--- src/rtl/spi_slave_pkg.sv ---
`default_nettype none
// ============================================================================
//  Module      : spi_slave_pkg
//  Description : Shared types and constants for the SPI memory slave front
//                end: FSM state encoding, command opcodes, default widths.
//  Revision    : 1.0 - initial release
// ============================================================================
package spi_slave_pkg;

    localparam int DEF_FRAME_W = 10;
    localparam int DEF_DATA_W  = 8;

    // Opcodes carried in rx_data[9:8]; the front end forwards them unchecked.
    localparam logic [1:0] OP_WR_ADDR = 2'b00;
    localparam logic [1:0] OP_WR_DATA = 2'b01;
    localparam logic [1:0] OP_RD_ADDR = 2'b10;
    localparam logic [1:0] OP_RD_DATA = 2'b11;

    // TX_WAIT / TX_SEND / HOLD are the sub-phases that follow a completed
    // frame: waiting for the memory byte, shifting it out, and parking until
    // slave select is released.
    typedef enum logic [2:0] {
        IDLE      = 3'd0,
        CHK_CMD   = 3'd1,
        WRITE     = 3'd2,
        READ_ADD  = 3'd3,
        READ_DATA = 3'd4,
        TX_WAIT   = 3'd5,
        TX_SEND   = 3'd6,
        HOLD      = 3'd7
    } spi_state_e;

endpackage
`default_nettype wire

--- src/rtl/spi_miso_serializer.sv ---
`default_nettype none
// ============================================================================
//  Module      : spi_miso_serializer
//  Description : Shifts one DATA_W byte out on miso, MSB first. The MSB
//                appears in the cycle right after load; done flags the edge
//                on which the last bit retires (combinational).
//  Ports       : clk, rst_n (async, active low), clear (abort, miso->0),
//                load/din (start a byte), miso, busy, done
//  Revision    : 1.0 - initial release
// ============================================================================
module spi_miso_serializer #(
    parameter int DATA_W = 8
) (
    input  logic              clk,
    input  logic              rst_n,
    input  logic              clear,
    input  logic              load,
    input  logic [DATA_W-1:0] din,
    output logic              miso,
    output logic              busy,
    output logic              done
);

    localparam int CNT_W = $clog2(DATA_W);

    logic [DATA_W-1:0] shreg;
    logic [CNT_W-1:0]  bits_left;

    always_ff @(posedge clk or negedge rst_n) begin
        if (!rst_n) begin
            shreg     <= '0;
            bits_left <= '0;
            busy      <= 1'b0;
            miso      <= 1'b0;
        end else if (clear) begin
            bits_left <= '0;
            busy      <= 1'b0;
            miso      <= 1'b0;
        end else if (load) begin
            // MSB goes straight to the pin; the rest queue up behind it.
            shreg     <= {din[DATA_W-2:0], 1'b0};
            miso      <= din[DATA_W-1];
            bits_left <= CNT_W'(DATA_W - 1);
            busy      <= 1'b1;
        end else if (busy) begin
            if (bits_left == '0) begin
                busy <= 1'b0;
                miso <= 1'b0;
            end else begin
                miso      <= shreg[DATA_W-1];
                shreg     <= {shreg[DATA_W-2:0], 1'b0};
                bits_left <= bits_left - 1'b1;
            end
        end
    end

    assign done = busy && (bits_left == '0);

endmodule
`default_nettype wire

--- src/rtl/spi_slave_if.sv ---
`default_nettype none
// ============================================================================
//  Module      : spi_slave_if
//  Description : SPI slave serial front end. Deserialises MOSI frames into
//                {opcode, payload} words (rx_data/rx_valid) and, for
//                read-data frames, serialises the memory's tx_data onto MISO.
//  Ports       : clk, rst_n (async, active low), ss_n, mosi, miso,
//                rx_data[FRAME_W-1:0], rx_valid, tx_data[DATA_W-1:0],
//                tx_valid, timeout_err
//  Options     : SPI_SLAVE_TX_TIMEOUT_EN - bounded wait for tx_valid with a
//                timeout_err pulse; otherwise the wait is unbounded and
//                timeout_err is tied low.
//  Revision    : 1.0 - initial release
// ============================================================================
module spi_slave_if
    import spi_slave_pkg::*;
#(
    parameter int FRAME_W    = DEF_FRAME_W,
    parameter int DATA_W     = DEF_DATA_W,
    parameter int TX_TIMEOUT = 16
) (
    input  logic               clk,
    input  logic               rst_n,
    input  logic               ss_n,
    input  logic               mosi,
    output logic               miso,
    output logic [FRAME_W-1:0] rx_data,
    output logic               rx_valid,
    input  logic [DATA_W-1:0]  tx_data,
    input  logic               tx_valid,
    output logic               timeout_err
);

    localparam int               CNT_W    = $clog2(FRAME_W);
    localparam logic [CNT_W-1:0] LAST_BIT = CNT_W'(FRAME_W - 1);

    if (FRAME_W < 3 || DATA_W < 2 || TX_TIMEOUT < 1) begin : g_param_check
        $error("spi_slave_if: unsupported parameter combination");
    end

    spi_state_e           state, state_nxt;
    logic [CNT_W-1:0]     bit_cnt;
    logic [FRAME_W-2:0]   rx_shift;
    logic                 rd_addr_done;

    logic                 shifting;
    logic                 frame_done;
    logic                 rd_done_set;
    logic                 rd_done_clr;
    logic                 ser_load;
    logic                 ser_busy;
    logic                 ser_done;
    logic                 tmo_hit;

    // ------------------------------------------------------------------
    // FSM
    // ------------------------------------------------------------------
    always_ff @(posedge clk or negedge rst_n) begin
        if (!rst_n) state <= IDLE;
        else        state <= state_nxt;
    end

    always_comb begin
        state_nxt   = state;
        shifting    = 1'b0;
        frame_done  = 1'b0;
        rd_done_set = 1'b0;
        rd_done_clr = 1'b0;
        ser_load    = 1'b0;
        if (ss_n) begin
            state_nxt = IDLE;
        end else begin
            case (state)
                IDLE:    state_nxt = CHK_CMD;
                CHK_CMD: begin
                    // Command bit steers the frame but is not part of rx_data.
                    if (!mosi)             state_nxt = WRITE;
                    else if (rd_addr_done) state_nxt = READ_DATA;
                    else                   state_nxt = READ_ADD;
                end
                WRITE, READ_ADD, READ_DATA: begin
                    shifting = 1'b1;
                    if (bit_cnt == LAST_BIT) begin
                        frame_done  = 1'b1;
                        rd_done_set = (state == READ_ADD);
                        state_nxt   = (state == READ_DATA) ? TX_WAIT : HOLD;
                    end
                end
                TX_WAIT: begin
                    if (tx_valid) begin
                        ser_load  = 1'b1;
                        state_nxt = TX_SEND;
                    end else if (tmo_hit) begin
                        rd_done_clr = 1'b1;
                        state_nxt   = HOLD;
                    end
                end
                TX_SEND: begin
                    if (ser_done || !ser_busy) begin
                        rd_done_clr = 1'b1;
                        state_nxt   = HOLD;
                    end
                end
                HOLD:    state_nxt = HOLD;
                default: state_nxt = IDLE;
            endcase
        end
    end

    // ------------------------------------------------------------------
    // RX deserialiser and read-address tracking
    // ------------------------------------------------------------------
    always_ff @(posedge clk or negedge rst_n) begin
        if (!rst_n) begin
            bit_cnt      <= '0;
            rx_shift     <= '0;
            rx_data      <= '0;
            rx_valid     <= 1'b0;
            rd_addr_done <= 1'b0;
        end else begin
            rx_valid <= frame_done;
            if (frame_done) begin
                rx_data <= {rx_shift, mosi};
                bit_cnt <= '0;
            end else if (shifting) begin
                rx_shift <= {rx_shift[FRAME_W-3:0], mosi};
                bit_cnt  <= bit_cnt + 1'b1;
            end else begin
                // Covers ss_n aborts: a partial frame is simply dropped.
                bit_cnt <= '0;
            end
            if (rd_done_set)      rd_addr_done <= 1'b1;
            else if (rd_done_clr) rd_addr_done <= 1'b0;
        end
    end

    // ------------------------------------------------------------------
    // TX path
    // ------------------------------------------------------------------
    spi_miso_serializer #(
        .DATA_W (DATA_W)
    ) u_serializer (
        .clk   (clk),
        .rst_n (rst_n),
        .clear (ss_n),
        .load  (ser_load),
        .din   (tx_data),
        .miso  (miso),
        .busy  (ser_busy),
        .done  (ser_done)
    );

`ifdef SPI_SLAVE_TX_TIMEOUT_EN
    localparam int TMO_W = $clog2(TX_TIMEOUT + 1);

    logic [TMO_W-1:0] tmo_cnt;
    logic             timeout_q;

    // Loaded on every frame completion; only counts while in TX_WAIT, so a
    // stale value after a write frame is harmless.
    always_ff @(posedge clk or negedge rst_n) begin
        if (!rst_n) begin
            tmo_cnt   <= '0;
            timeout_q <= 1'b0;
        end else begin
            timeout_q <= !ss_n && (state == TX_WAIT) && !tx_valid && tmo_hit;
            if (frame_done)
                tmo_cnt <= TMO_W'(TX_TIMEOUT);
            else if (state == TX_WAIT && tmo_cnt != '0)
                tmo_cnt <= tmo_cnt - 1'b1;
        end
    end

    // Expiry is the edge on which the counter steps from 1 to 0.
    assign tmo_hit     = (tmo_cnt == TMO_W'(1));
    assign timeout_err = timeout_q;
`else
    assign tmo_hit     = 1'b0;
    assign timeout_err = 1'b0;
`endif

endmodule
`default_nettype wire

--- config.mk ---
export PLATFORM = sky130hd
export DESIGN_NAME = spi_slave_if
export DESIGN_NICKNAME = d
export VERILOG_FILES = /design/src/rtl/spi_slave_pkg.sv /design/src/rtl/spi_miso_serializer.sv /design/src/rtl/spi_slave_if.sv
export SDC_FILE = /design/constraint.sdc
export NUM_CORES = 1
export LEC_CHECK = 0
export CORE_MARGIN = 2
export CORE_UTILIZATION = 30
export CTS_CLUSTER_DIAMETER = 80
export CTS_CLUSTER_SIZE = 24
export DETAILED_ROUTE_END_ITERATION = 7
export GPL_TIMING_DRIVEN = 0
export PLACE_DENSITY = 0.58
export SLEW_MARGIN = 20
export SYNTH_ARGS = -nofsm -noshare
export SYNTH_HDL_FRONTEND = slang
export SYNTH_SLANG_ARGS = --single-unit
--- constraint.sdc ---
create_clock -name clk -period 3.7 [get_ports clk]
set_clock_uncertainty 0.05 [all_clocks]
set_input_delay 0.74 -clock clk [delete_from_list [all_inputs] [get_ports clk]]
set_output_delay 0.74 -clock clk [all_outputs]
set_load 0.02 [all_outputs]
* Yosys cells after proc, flatten, opt, wreduce, memory -nomap -nowiden *
Cells that the tools add are included.

cells by class
  mux-type cells = 41
  equality and inequality tests = 13
  $add $sub $neg = 2
  $mul = 0
  div/mod/pow operators = 0
  bitwise gates (word level) = 2
  $lt $le $gt $ge = 0
  shifts and indexed selects = 0
  reduce and logical (&&, ||, !) cells = 13

operators by type and width
  cell                                                                count
  3-bit 2-to-1 mux                                                    10
  1-bit 2-to-1 mux                                                    24
  8-bit 2-to-1 mux                                                    3
  3-bit case mux with 6 select lines                                  1
  3-bit == test, second input constant                                4
  3-bit != test, second input constant                                4
  4-bit 2-to-1 mux                                                    2
  3-bit by 2-bit == test with 1-bit output, second input constant     2
  3-bit logical NOT                                                   2
  3-bit AND reduction                                                 2
  4-bit by 1-bit adder with 4-bit output, second input constant       1
  4-bit == test, second input constant                                1
  2-bit AND reduction                                                 2
  2-bit nonzero test                                                  2
  3-bit by 1-bit == test with 1-bit output, second input constant     1
  3-bit nonzero test                                                  1
  3-bit OR reduction                                                  1
  3-bit by 1-bit subtractor with 3-bit output, second input constant  1
  2-bit 2-to-1 mux                                                    1
  2-bit != test, second input constant                                1
  1-bit NOT                                                           2
  1-bit logical AND                                                   1
  1-bit logical NOT                                                   1
  1-bit logical OR                                                    1

storage, ports and cells
  output and inout bits = 13
  logic and storage cells = 81
  bits in writable memories = 0
  memory bits (read-only) = 0
  latch bits = 0
  memories = 0
  bits in registers = 41
  input bits = 13

* Logic depth before layout (Yosys ltp) *
Gate-level depths: netlist (run 1).

  word-level depth = 8
  mapped depth = 7
  mapped depth without buffers = 6

* Hierarchy *
From an unflattened synthesis (run 1), not the netlist that was laid out.

unflattened totals
  cell total of the unflattened synthesis = 145
  area, all modules = 1,918.1 um^2

modules (own cells, without submodules)
  module               sequential area each (um^2)  instances  cells each  area each (um^2)
  spi_slave_if         700.7                        1          90          1,253.7
  spi_miso_serializer  300.3                        1          55          664.4

* Least setup slack after synthesis (run 1) *
No wires, ideal clock.

  path kind = in2reg
  from = input port ss_n
  to = register rx_data[1]
  setup time = 125 ps
  slack = 1,891 ps
  data required time = 3,525 ps
  buffers on the path = 2
  arrival time = 1,634 ps
  cell stages on the path = 5
  cell sequence = clkbuf_1 > a21oi_2 > nand2_1 > buf_6 > mux2_4

on the way
  longest elaborated chain between the ends = 1

ends and longest elaborated chain
  what                  RTL line             RTL
  from (decl)           spi_slave_if.sv:24   input logic ss_n,
  1-bit 2-to-1 mux      spi_slave_if.sv:70   if (ss_n) begin
  to (signal assigned)  spi_slave_if.sv:123  rx_data <= {rx_shift, mosi};
  to (decl)             spi_slave_if.sv:27   output logic [FRAME_W-1:0] rx_data,

Every way passes these cells.
A chain may end at the register's enable or synchronous reset.

* Worst setup path after layout (run 1) *
  from = input port tx_valid
  to = register u_serializer.shreg[1]

on the way
  longest elaborated chain between the ends = 5
  elaborated cells between the ends (all ways) = 7
  classes of those cells = eq/ne: 1; mux: 4; reduce/logical: 2

ends and longest elaborated chain
  what                                                                  RTL line                   RTL
  from (decl)                                                           spi_slave_if.sv:30         input logic tx_valid,
  1-bit 2-to-1 mux *                                                    spi_slave_if.sv:90         if (tx_valid) begin
  1-bit 2-to-1 mux *                                                    spi_slave_if.sv:73         case (state)
  1-bit 2-to-1 mux *                                                    spi_slave_if.sv:70
  2-bit != test (no source line) or 2-bit nonzero test (tied branches)  n/a
  3-bit AND reduction (no source line)                                  n/a
  to (signal assigned)                                                  spi_miso_serializer.sv:41  shreg <= {din[DATA_W-2:0], 1'b0};
  to (signal assigned)                                                  spi_miso_serializer.sv:51  shreg <= {shreg[DATA_W-2:0], 1'b0};
  to (decl)                                                             spi_miso_serializer.sv:26  logic [DATA_W-1:0] shreg;

Mark *: on every way between the ends. The rest lies on a longest branch, timed or not.

==> results of run 1 <==
## placed cells by master (no fill, tap or decap), types with 2 or more instances in the layout
cell type         n
a21oi_1           5
a31oi_1           2
buf_6             2
clkbuf_1          4
clkbuf_8          5
clkdlybuf4s50_1  22
dfrtp_1          40
ha_1              4
inv_1             7
mux2_2           10
mux2_4            9
nand2_1           4
nand2b_1          4
nand3_1           4
nand4b_1          2
nor2_1            8
o22a_1           12
xnor2_1           2
xor2_1            2
## cell families after synthesis
group,Yosys count,synth area share
flops,40,0.556
other cells,1,0.00208
simple gates,29,0.0925
fa+ha+maj,4,0.0278
xor+xnor,4,0.0195
compound gates,28,0.120
mux,20,0.144
buf+inv,13,0.0376
## power groups by stage
| stage | registers (mW) | logic, mW | clock network [mW] |
|---|---|---|---|
| CTS | 0.596 | 0.181 | 0.355 |
| finish | 0.596 | 0.177 | 0.347 |
| floorplan | 0.582 | 0.136 | 0 |
| global route | 0.610 | 0.199 | 0.377 |
| global placement | 0.602 | 0.173 | 0 |
| detailed placement | 0.604 | 0.179 | 0 |
## area by class of cell
cell class	count	area [um2]
fill	575	3600
sequential	40	1000
multi-input combinational	86	731
timing repair buffer	24	245
tap	75	93.8
clock buffer	6	72.6
buffer	6	41.3
clock inverter	2	35.0
inverter	7	26.3
## metal layers
metal | wire length [um] | up-vias
li1 | - | 556
met1 | 1560 | 574
met2 | 1640 | 19
met3 | 102 | 0
met4 | 0 | 0
met5 | 0 | -
## worst max-delay path, cell delays in order
cell             delay, ns
clkdlybuf4s50_1       0.53
nand4b_1              0.22
a21oi_1               0.60
o32ai_1               0.20
## how the worst max path moves through the flow
| stage | start | end | slack [ns] | depth (start not counted) |
|---|---|---|---|---|
| after CTS | tx_valid | u_serializer.shreg[1] | 1.51 | 4 |
| after detailed placement | tx_valid | u_serializer.shreg[1] | 1.22 | 4 |
| after global routing | tx_valid | u_serializer.shreg[1] | 1.37 | 4 |
| after floorplan | ss_n | rx_data[1] | 1.89 | 5 |
| after global placement | rst_n | u_serializer.miso | 0.81 | 1 |
| final | tx_valid | u_serializer.shreg[1] | 1.49 | 4 |
## sequential cells by signal, indices dropped and copies added (netlist names)
register / count
u_serializer.shreg: 7
rx_shift: 9
bit_cnt: 4
rx_valid: 1
u_serializer.miso: 1
u_serializer.bits_left: 3
rd_addr_done: 1
state: 3
rx_data: 10
u_serializer.busy: 1
==> out/metrics.csv, run 1 <==
stage;metric;value;unit
run_status;status;finished, final reports clean;
placed_design;Placed Area;2140;um2
clock_tree;clk root buf;clkbuf_8;
setup_path;RR Endpoint;u_serializer.shreg[1];
global_routing;met1 Usage GRT;0.151;
global_routing;largest net degree at the start of global routing;32;
setup_path;reg2reg path depth;6;
worst_hold_path;hold crit path type;in2async;
synth;ys async rst share;1.00;
power_and_ir_drop;leakage power;0.999;nW
global_routing;busiest grt layer;met2;
placed_design;dpl cells;238;
clock_tree;Worst-Skew Late Latency;0.29;ns
floorplanning;Rows;28;
setup_path;worst r2r src;u_serializer.bits_left[0];
detailed_routing;DR vias/cell;4.67;
clock_tree;setup bufs post-CTS;0;
synth;Cells after Synth;139;
global_routing;first-pass GRT wire length;5740;um
synth;biggest area consumer among synthesized cells;dfrtp_1;
power_and_ir_drop;clock network fraction of design power;0.309;
synth;EDFF count, synth;0;
detailed_routing;vias;1149;
layout;Core Util, Final;0.384;
power_and_ir_drop;sw frac;0.252;
sta;TNS Setup;0;ns
synth;sequential share of the synthesized area;0.556;
setup_path;Crit path arrival time;2.29;ns
clock_tree;CTS max path bufs;2;
power_and_ir_drop;power share of the combinational group;0.158;
floorplanning;die area;6630;um2
setup_path;CP endpoint kind;register;
sta;period utilization;0.598;
sta;RSZ-0062 raised after global routing;false;
synth;Yosys top cell area share;0.556;
global_routing;antenna violations before repair;0;
job;Max-Cap Viols;0;
clock_tree;cts repair resizes;0;
setup_path;R2R Setup Slk;1.79;ns
clock_tree;total CTS buffers;5;
synth;most frequent cell after synthesis;dfrtp_1;
floorplanning;starting density of the core;0.308;
sta;Final min period;2.21;ns
sta;final setup margin;1.49;ns
layout;nets;187;
clock_tree;Post-CTS Hold Buffers;0;
sta;Max-slew headroom;0.556;
synth;post-synth cell types;36;
global_routing;met3 usage;0.0297;
detailed_routing;First DRT Iteration DRCs;18;
layout;Antenna Cells;0;
power_and_ir_drop;P_int;0.838;mW
power_and_ir_drop;Peak supply drop;0.259;mV
setup_path;critical path data required time;3.78;ns
clock_tree;clk slew on worst S/H paths;0.07;ns
detailed_routing;Avg WL per Cell;13.4;um
floorplanning;IO Pins;26;
synth;predominant post-synthesis flop cell;dfrtp_1;
placed_design;gpl congestion;0.686;
floorplanning;Die X;81.4;um
sta;max frequency;0.452;GHz
floorplanning;Die Span Y;81.4;um
power_and_ir_drop;Switching Power;0.282;mW
synth;top post-synthesis cells by area;dfrtp_1, mux2_4, mux2_2, o22a_1, ha_1;
global_routing;vias in the first global route;1183;
layout;Final Cell Area;2250;um2
synth;Yosys reg bits;40;
synth;syn_area_per_cell;12.9;um2
detailed_routing;final WL;3300;um
global_routing;grt met2 use;0.179;
layout;synthesis-to-layout area growth;24.8;%
sta;Worst-Margin Slew;0.666;ns
placed_design;HPWL Detailed;2300;um
clock_tree;Clock Sink Count;40;
power_and_ir_drop;total power draw;1.12;mW
placed_design;Post-Place Worst Slack;1.22;ns
layout;final cell count without fillers;246;
sta;Slew Viols, Final;0;
global_routing;GRT Overall Usage;0.112;
synth;warnings from Yosys;0;
clock_tree;CTS tree;done;
detailed_routing;DRT antenna net count;0;
sta;Final Hold Slack;0.263;ns
placed_design;IO buf count;23;
setup_path;kind of critical path;in2reg;
power_and_ir_drop;Sequential Power Share;0.533;
detailed_routing;drc violations;0;
detailed_routing;First-pass DRT Iterations;4;
setup_path;critical-path maximum fanout;8;
global_routing;total gr overflow;0;
synth;most frequent cells after synthesis;dfrtp_1, o22a_1, mux2_2;
power_and_ir_drop;Power per Cell Area;499;nW/um2
layout;layout cells sized above 1;0.211;
setup_path;Setup crit start kind;input port;
clock_tree;H-tree depth;2;
floorplanning;core area;5850;um2
sta;Final Hold Fails;0;
synth;Net Count, Synth;156;
synth;synthesized cell area;1800;um2
sta;Final setup viols;0;
(Power assumes the default switching activity.)
==> run 2, diff against run 1 <==
Clock period 3.7 ns to 2.1 ns, I/O delays scaled along.
==> out/metrics.csv, run 2 (synthesized netlist as in run 1, its figures left out) <==
stage;metric;value;unit
global_routing;antenna violations before repair;0;
setup_path;crit path cell chain;inv_1 > ha_1 > nand2b_1 > nand2_1 > a21oi_1 > o32ai_1;
layout;final cell count without fillers;247;
layout;synthesis-to-layout area growth;25.4;%
clock_tree;clk slew on worst S/H paths;0.08;ns
placed_design;Placed Area;2140;um2
worst_hold_path;Hold Path Stages;1;
sta;Final min period;1.91;ns
clock_tree;setup bufs post-CTS;0;
sta;final setup margin;0.191;ns
worst_hold_path;Hold Startpoint;bit_cnt[0];
clock_tree;total CTS buffers;5;
clock_tree;clk root buf;clkbuf_8;
sta;Max-slew headroom;0.556;
run_status;status;finished, final reports clean;
sta;Slew Viols, Final;0;
power_and_ir_drop;Power per Cell Area;875;nW/um2
layout;largest reg by FF count;rx_data;
global_routing;total gr overflow;0;
detailed_routing;vias;1152;
power_and_ir_drop;total power draw;1.97;mW
layout;layout cells sized above 1;0.209;
floorplanning;starting density of the core;0.308;
power_and_ir_drop;Peak supply drop;0.456;mV
global_routing;vias in the first global route;1185;
setup_path;CP bufs+invs;1;
floorplanning;die area;6630;um2
worst_hold_path;hold crit path type;reg2reg;
setup_path;kind of critical path;reg2reg;
setup_path;Top Family by Delay on Critical Path;compound AO/OA/AOI/OAI gates;
sta;RSZ-0062 raised after global routing;false;
detailed_routing;final WL;3300;um
layout;Regs by FF count;rx_data x10, rx_shift x9, u_serializer.shreg x7;
global_routing;first-pass GRT wire length;5750;um
clock_tree;Clock Sink Count;40;
global_routing;largest net degree at the start of global routing;32;
placed_design;IO buf count;23;
global_routing;GRT Overall Usage;0.112;
power_and_ir_drop;leakage power;1.00;nW
job;Max-Cap Viols;0;
clock_tree;cts repair resizes;0;
layout;max reg flops;10;
layout;most common cell after layout, fill and taps aside;dfrtp_1;
sta;period utilization;0.909;
layout;Antenna Cells;0;
layout;most frequent cells in the layout;dfrtp_1, clkdlybuf4s50_1, o22a_1, mux2_2, mux2_4;
placed_design;Post-Place Worst Slack;-0.0579;ns
layout;nets;188;
clock_tree;Worst-Skew Late Latency;0.29;ns
setup_path;critical-path maximum fanout;8;
setup_path;RR Endpoint;u_serializer.shreg[1];
detailed_routing;First-pass DRT Iterations;4;
placed_design;dpl cells;238;
sta;max frequency;0.524;GHz
sta;Final setup viols;0;
floorplanning;Die Span Y;81.4;um
placed_design;HPWL Detailed;2300;um
clock_tree;CTS max path bufs;2;
setup_path;reg2reg path depth;6;
setup_path;Setup crit start kind;register;
layout;Final Cell Area;2260;um2
floorplanning;IO Pins;26;
detailed_routing;DR vias/cell;4.66;
setup_path;CP endpoint kind;register;
worst_hold_path;Worst Hold End;bit_cnt[0];
setup_path;R2R Setup Slk;0.19;ns
setup_path;CP max stage cell;a21oi_1;
setup_path;Critical Path Max Stage Delay;0.58;ns
sta;TNS Setup;0;ns
sta;Final Hold Fails;0;
detailed_routing;drc violations;0;
floorplanning;Rows;28;
detailed_routing;Avg WL per Cell;13.4;um
placed_design;gpl congestion;0.686;
detailed_routing;First DRT Iteration DRCs;18;
clock_tree;CTS tree;done;
floorplanning;core area;5850;um2
floorplanning;Die X;81.4;um
setup_path;worst r2r src;u_serializer.bits_left[0];
sta;Worst-Margin Slew;0.666;ns
detailed_routing;DRT antenna net count;0;
clock_tree;H-tree depth;2;
setup_path;critical path data required time;2.18;ns
setup_path;Crit path arrival time;1.99;ns
run 2: cell types whose count changed in the layout (fill, tap and decap cells not counted), sizes merged:
cell / change
dlygate4sd3: +1
run 2: repair_timing:
item                                   CTS  global route
hold buffers                             1             0
endpoints found under the hold margin    9             0
setup endpoints to repair                0             0
run 2: through the flow:
| step | util | hold WS [ns] |
|---|---|---|
| after global routing | 0.386 | 0.480 |
| after floorplan | - | 0.0744 |
| after detailed placement | 0.365 | 0.255 |
| after global placement | 0.363 | 0.436 |
| final | 0.386 | 0.445 |
| after CTS | 0.386 | 0.456 |
run 2: routing by layer:
layer  vias up  track usage  routed length, um
met3         0       0.0297                 92
met4         0       0.0305                  0
li1        558            -                  -
met5         -            0                  0
met1       576        0.152               1570
met2        18        0.179               1640
run 2: report_power, final:
group	total, mW	switching, mW	leakage [nW]	internal (mW)
combinational	0.313	0.118	0.426	0.195
sequential	1.05	0.122	0.522	0.929
clock	0.611	0.258	0.0552	0.353
total	1.97	0.498	1.00	1.48
run 2: layout make-up:
class	instances	area [um2]
well taps	75	93.8
flip-flops and latches	40	1000
repair buffers	25	255
multi-input cells	86	731
clock buffers	6	72.6
inverters	7	26.3
fillers	574	3590
plain buffers	6	41.3
clock inverters	2	35.0
run 2: worst max path at each step:
| stage | from | to | slack (ns) | cells past startpoint |
|---|---|---|---|---|
| detailed placement | tx_valid | u_serializer.shreg[1] | -0.06 | 4 |
| finish | u_serializer.bits_left[0] | u_serializer.shreg[1] | 0.19 | 6 |
| global placement | rst_n | u_serializer.miso | -0.47 | 1 |
| global route | u_serializer.bits_left[0] | u_serializer.shreg[1] | 0.002 | 6 |
| CTS | u_serializer.bits_left[0] | u_serializer.shreg[1] | 0.18 | 6 |
| floorplan | state[1] | rx_shift[1] | 0.33 | 4 |
run 2: worst register-to-register path: cells and delay by family, from the launching register on:
kind                     cells  cell delay, ns
AO/OA/AOI/OAI                2            0.78
adder cells (fa/ha/maj)      1            0.20
buffers and inverters        1            0.08
flip-flops                   1            0.32
AND/OR/NAND/NOR              2            0.32
